===== src/rtl/pipelined_ripple_adder_pkg.sv =====
// adder_pkg: mode encodings and stage-count helper shared by the pipelined ripple adder
package adder_pkg;
  localparam logic ADD_MODE = 1'b0;
  localparam logic SUB_MODE = 1'b1;
  function automatic int num_stages(int width, int chunk);
    return (width / chunk < 1) ? 1 : width / chunk;
  endfunction
endpackage


===== src/rtl/pipelined_ripple_adder_if.sv =====
// pipelined_ripple_adder_if: operand/result valid-ready stream; master = source+sink side, slave = adder side
interface pipelined_ripple_adder_if #(parameter int WIDTH = 32);
  logic             in_valid, in_ready, in_cin, in_sub;
  logic [WIDTH-1:0] in_a, in_b, out_sum;
  logic             out_valid, out_ready, out_cout, out_ovf;
  modport master (output in_valid, in_a, in_b, in_cin, in_sub, out_ready,
                  input in_ready, out_valid, out_sum, out_cout, out_ovf);
  modport slave (input in_valid, in_a, in_b, in_cin, in_sub, out_ready,
                 output in_ready, out_valid, out_sum, out_cout, out_ovf);
endinterface


===== src/rtl/pipelined_ripple_adder_rca_chunk.sv =====
// rca_chunk: combinational CHUNK-bit ripple slice (a, b, cin -> sum, cout, c_msb_in = carry into slice MSB)
module rca_chunk #(parameter int CHUNK = 8) (
  input  logic [CHUNK-1:0] a,
  input  logic [CHUNK-1:0] b,
  input  logic             cin,
  output logic [CHUNK-1:0] sum,
  output logic             cout,
  output logic             c_msb_in
);
  logic [CHUNK:0] c;
  assign c[0] = cin;
  for (genvar i = 0; i < CHUNK; i++) begin : g_fa
    assign sum[i]   = a[i] ^ b[i] ^ c[i];
    assign c[i+1]   = (a[i] & b[i]) | (c[i] & (a[i] ^ b[i]));
  end
  assign cout     = c[CHUNK];
  assign c_msb_in = c[CHUNK-1];
endmodule


===== src/rtl/pipelined_ripple_adder.sv =====
// pipelined_ripple_adder: one CHUNK slice per stage, skewed operands shift down, sum slices shift in from the top; ports clk, rst_n (sync active-low), bus (slave stream)
module pipelined_ripple_adder
  import adder_pkg::*;
#(
  parameter int WIDTH = 32,
  parameter int CHUNK = 8
) (
  input logic clk,
  input logic rst_n,
  pipelined_ripple_adder_if.slave bus
);
  localparam int NS = num_stages(WIDTH, CHUNK);
  logic             adv, ovf_q, ovf_d;
  logic [NS-1:0]    v_q, v_d;
  logic [WIDTH-1:0] a_q [NS], b_q [NS], s_q [NS];
  logic [WIDTH-1:0] a_d [NS], b_d [NS], s_d [NS];
  logic [WIDTH-1:0] a_s [NS], b_s [NS], s_s [NS];
  logic             c_q [NS], c_d [NS], c_s [NS];
  logic [CHUNK-1:0] sum [NS];
  logic             co [NS], cm [NS];
  assign adv           = ~v_q[NS-1] | bus.out_ready;
  assign bus.in_ready  = adv;
  assign bus.out_valid = v_q[NS-1];
  assign bus.out_sum   = s_q[NS-1];
  assign bus.out_cout  = c_q[NS-1];
  assign bus.out_ovf   = ovf_q;
  // operands are stored pre-shifted so the live slice always sits at bit 0
  always_comb begin
    a_s[0] = bus.in_a;
    b_s[0] = bus.in_sub == ADD_MODE ? bus.in_b : ~bus.in_b;
    c_s[0] = bus.in_sub == SUB_MODE ? 1'b1 : bus.in_cin;
    s_s[0] = '0;
    v_d[0] = bus.in_valid;
    for (int k = 1; k < NS; k++) begin
      a_s[k] = a_q[k-1];
      b_s[k] = b_q[k-1];
      c_s[k] = c_q[k-1];
      s_s[k] = s_q[k-1];
      v_d[k] = v_q[k-1];
    end
  end
  for (genvar k = 0; k < NS; k++) begin : g_st
    rca_chunk #(.CHUNK(CHUNK)) u_rca (
      .a       (a_s[k][CHUNK-1:0]),
      .b       (b_s[k][CHUNK-1:0]),
      .cin     (c_s[k]),
      .sum     (sum[k]),
      .cout    (co[k]),
      .c_msb_in(cm[k])
    );
  end
  // each new slice enters at the top; after NS stages slice 0 has reached bit 0
  always_comb begin
    for (int k = 0; k < NS; k++) begin
      a_d[k] = a_s[k] >> CHUNK;
      b_d[k] = b_s[k] >> CHUNK;
      s_d[k] = (s_s[k] >> CHUNK) | (WIDTH'(sum[k]) << (WIDTH - CHUNK));
      c_d[k] = co[k];
    end
    ovf_d = cm[NS-1] ^ co[NS-1];
  end
  always_ff @(posedge clk) begin
    if (!rst_n) begin
      v_q   <= '0;
      ovf_q <= 1'b0;
      for (int k = 0; k < NS; k++) begin
        a_q[k] <= '0;
        b_q[k] <= '0;
        s_q[k] <= '0;
        c_q[k] <= 1'b0;
      end
    end else if (adv) begin
      v_q   <= v_d;
      ovf_q <= ovf_d;
      for (int k = 0; k < NS; k++) begin
        a_q[k] <= a_d[k];
        b_q[k] <= b_d[k];
        s_q[k] <= s_d[k];
        c_q[k] <= c_d[k];
      end
    end
  end
endmodule


===== src/flat_wrapper.sv =====
// flat-port wrapper written by rule: the top's interface ports become plain ports
module pipelined_ripple_adder_flat import adder_pkg::*;
#(
  parameter int WIDTH = 32,
  parameter int CHUNK = 8
)
  (clk, rst_n, bus_in_valid, bus_in_a, bus_in_b, bus_in_cin, bus_in_sub, bus_out_ready, bus_in_ready, bus_out_valid, bus_out_sum, bus_out_cout, bus_out_ovf);
  pipelined_ripple_adder_if #(.WIDTH(WIDTH)) bus_i ();
  input logic clk;
  input logic rst_n;
  input wire logic [$bits(bus_i.in_valid)-1:0] bus_in_valid;
  input wire logic [$bits(bus_i.in_a)-1:0] bus_in_a;
  input wire logic [$bits(bus_i.in_b)-1:0] bus_in_b;
  input wire logic [$bits(bus_i.in_cin)-1:0] bus_in_cin;
  input wire logic [$bits(bus_i.in_sub)-1:0] bus_in_sub;
  input wire logic [$bits(bus_i.out_ready)-1:0] bus_out_ready;
  output wire logic [$bits(bus_i.in_ready)-1:0] bus_in_ready;
  output wire logic [$bits(bus_i.out_valid)-1:0] bus_out_valid;
  output wire logic [$bits(bus_i.out_sum)-1:0] bus_out_sum;
  output wire logic [$bits(bus_i.out_cout)-1:0] bus_out_cout;
  output wire logic [$bits(bus_i.out_ovf)-1:0] bus_out_ovf;
  assign bus_i.in_valid = bus_in_valid;
  assign bus_i.in_a = bus_in_a;
  assign bus_i.in_b = bus_in_b;
  assign bus_i.in_cin = bus_in_cin;
  assign bus_i.in_sub = bus_in_sub;
  assign bus_i.out_ready = bus_out_ready;
  assign bus_in_ready = bus_i.in_ready;
  assign bus_out_valid = bus_i.out_valid;
  assign bus_out_sum = bus_i.out_sum;
  assign bus_out_cout = bus_i.out_cout;
  assign bus_out_ovf = bus_i.out_ovf;
  pipelined_ripple_adder #(.WIDTH(WIDTH), .CHUNK(CHUNK)) u_core (.clk(clk), .rst_n(rst_n), .bus(bus_i));
endmodule

===== config.mk =====
export PLATFORM = sky130hd
export DESIGN_NAME = pipelined_ripple_adder_flat
export DESIGN_NICKNAME = d
export VERILOG_FILES = /design/src/rtl/pipelined_ripple_adder_pkg.sv /design/src/rtl/pipelined_ripple_adder_if.sv /design/src/rtl/pipelined_ripple_adder_rca_chunk.sv /design/src/rtl/pipelined_ripple_adder.sv /design/src/flat_wrapper.sv
export SDC_FILE = /design/constraint.sdc
export NUM_CORES = 1
export LEC_CHECK = 0
export BUFFER_PORTS_ARGS = -buffer_cell sky130_fd_sc_hd__buf_2
export CORE_UTILIZATION = 52
export CTS_CLUSTER_SIZE = 28
export DETAILED_ROUTE_END_ITERATION = 7
export HOLD_SLACK_MARGIN = 0.06
export PLACE_DENSITY = 0.73
export SYNTH_ARGS = -nofsm -noshare
export SYNTH_HDL_FRONTEND = slang
export SYNTH_SLANG_ARGS = --single-unit

===== constraint.sdc =====
create_clock -name clk -period 5.8 [get_ports clk]
set_input_delay 1.16 -clock clk [delete_from_list [all_inputs] [get_ports clk]]
set_output_delay 1.16 -clock clk [all_outputs]
set_load 0.01 [all_outputs]

==> reports/metrics.cfg <==
[placement]
gp_congestion=0.7912
place_hpwl_um=6804
portBuffers=105
dp.cells=765
place_area_um2=8482

[layout]
layout.cells.most_common=edfxtp_1
final_nets=702
n_fill_cell=1091
syn2layout_area_growth_pct=14.46
fin_util=0.6186
drive_above_1_share=0.2316
post-route-cell-area_um2=9092
most-common-layout-cells=180 x edfxtp_1, 144 x and3_1, 104 x buf_2
num_antenna_cells=0
instances_no_fill=797

[flow_run]
drv_cap=0

[detailed_routing]
ant_nets=0
wl_per_cell_um=15.04
drt_first_pass_iters=7
drc_errors=7
avgViaCountPerCell=5.182
wl_um=11990
vias=4130
drt_iter0_drc=377

[yosys]
netlist_instances=512
synth_area_per_cell_um2=15.52
ys_seq_area_frac=0.6930
syn_nets=614
syn-cell-area_um2=7944
ys_warn_count=0
ys_types=22
ys_ff_latch=185

[clock_tree]
clockBufferDepth=2
clock_latency_ns=0.42
cts-root-buf=clkbuf_16
clk_pin_slew_ns=0.06
cts_tree=yes
cts.sinks=185
htreeDepth=4
cts_setup_buffers=0
cts_made_buffers=17
ctsResizeCount=0
cts_hold_buffers=0

[global_routing]
grt_antenna_before_repair=0
grt_max_degree=151
grt_pass1_vias=4093
grt_pass1_wl_um=19390
grt-ovfl-total=0
grt_usage=0.1607

[power_and_ir_drop]
vdd_drop_max_v=0.0002044
power.density_nw_per_um2=327.1
finalPower_w=0.002974
leakage_nw=4.312

[floorplan]
io-pin-count=106
start_util=0.5404
die_area_um2=15780
rows=44
core_um2=14700
fp.dieW_um=125.6
die_h_um=125.6

[timing]
final_max_slew_viol_count=0
fin_crit_sh=0.7553
max_freq_mhz=228.3
setup_tns_ns=0
fin_crit_ns=4.380
clock_skew_ns=0.007458
slew_headroom=0.2504
finalHoldViolations=0
tightest_slew_ns=1.124
finalSetupViolations=0
grt_setup_unrepaired=no

[status]
failed_checks=design-rule violations
status=finished, violations left

[min_path]
hold_path_class=reg -> reg
whs_path_depth=2
min_from=u_core.v_q[0]$_SDFFE_PN0P_
hold_end=u_core.v_q[0]$_SDFFE_PN0P_

[setup_path]
worst_r2r_endpoint=u_core.c_q[0][3]$_DFFE_PP_
path_class=in -> reg
reg2reg_from=u_core.c_q[0][2]$_SDFFCE_PN0P_
crit_path_end_kind=flop
crit_arrival_ns=4.55
rrSetupSlack_ns=1.44
worstPathMaxFanout=30
cp.required_ns=5.97
start_kind=primary input
r2r_cells=11

-- per-layer routing --
layer  track usage  vias up  share of wire
met2        0.2732       95           0.52
met1        0.1958     2010           0.42
li1              -     2002              -
met3       0.03766       23          0.038
met5             0        -              0
met4       0.07317        0          0.019
-- cell families after synthesis --
kind of cell	after synthesis	synth area share
xor gates and xnor gates	33	0.03638
and+or+nand+nor	190	0.1388
adders and majority gates	32	0.08064
DFF	185	0.6930
AOI/OAI and AO/OA	6	0.005039
buffers and inverters	66	0.04615
-- through the flow --
| step | hold slack, ns | setup WS, ns |
|---|---|---|
| finish | 0.4689 | 1.420 |
| global route | 0.4960 | 1.235 |
| CTS | 0.4712 | 1.385 |
| detailed placement | 0.4518 | 0.9677 |
| global placement | 0.4476 | 1.035 |
| floorplan | 0.4406 | 0.9263 |
-- sequential cells by signal, indices dropped and copies added, names as in the netlist --
register,count
u_core.bus.out_ovf,1
u_core.b_q,48
u_core.c_q,4
u_core.s_q,80
u_core.a_q,48
u_core.v_q,4
-- where the power goes --
group | switching (W) | internal, W | total, W
Combinational | 0.0000991 | 0.0000952 | 0.000194
Sequential | 0.0000251 | 0.00157 | 0.00159
Clock | 0.000471 | 0.000718 | 0.00119
Total | 0.000595 | 0.00238 | 0.00297
-- Yosys cell counts (all sizes together) --
cell / number / share of area
or2: 1 / 0.00079
and3: 144 / 0.11
xor2: 3 / 0.0033
clkbuf: 21 / 0.010
xnor2: 30 / 0.033
o21ai: 1 / 0.00063
nor2: 36 / 0.017
edfxtp: 180 / 0.68
dfxtp: 5 / 0.013
nand2: 8 / 0.0058
a21boi: 3 / 0.0028
o21a: 1 / 0.00095
fa: 32 / 0.081
nor2b: 1 / 0.0017
inv: 26 / 0.013
buf: 19 / 0.023
a21oi: 1 / 0.00063
-- worst max-delay path by stage --
stage,endpoint,depth (start not counted),slack (ns),from
2_1_floorplan,u_core.s_q[0][31]$_SDFFCE_PN0P_,14,0.93,bus_in_sub
3_3_place_gp,u_core.s_q[0][31]$_SDFFCE_PN0P_,11,1.03,bus_in_sub
3_5_place_dp,u_core.s_q[0][31]$_SDFFCE_PN0P_,11,0.97,bus_in_sub
4_1_cts,u_core.c_q[0][3]$_DFFE_PP_,11,1.38,u_core.c_q[0][2]$_SDFFCE_PN0P_
5_1_grt,u_core.s_q[0][31]$_SDFFCE_PN0P_,11,1.23,bus_in_sub
6_report,u_core.s_q[0][31]$_SDFFCE_PN0P_,11,1.42,bus_in_sub
-- critical path, stage by stage --
cell	delay (ns)
buf_2	0.14
buf_4	0.46
xnor2_1	0.18
fa_1	0.42
fa_1	0.39
fa_1	0.39
fa_1	0.39
fa_1	0.37
inv_1	0.08
fa_1	0.41
and3_1	0.17
-- layout make-up --
| cell class | count | area [um2] | area share |
|---|---|---|---|
| Tap cell | 184 | 230.2 | 0.02532 |
| Clock inverter | 13 | 177.7 | 0.01954 |
| Sequential cell | 185 | 5505 | 0.6055 |
| Multi-Input combinational cell | 261 | 2088 | 0.2297 |
| Timing Repair Buffer | 109 | 558.0 | 0.06137 |
| Clock buffer | 19 | 432.9 | 0.04761 |
| Inverter | 26 | 100.1 | 0.01101 |
(Power assumes the default switching activity.)
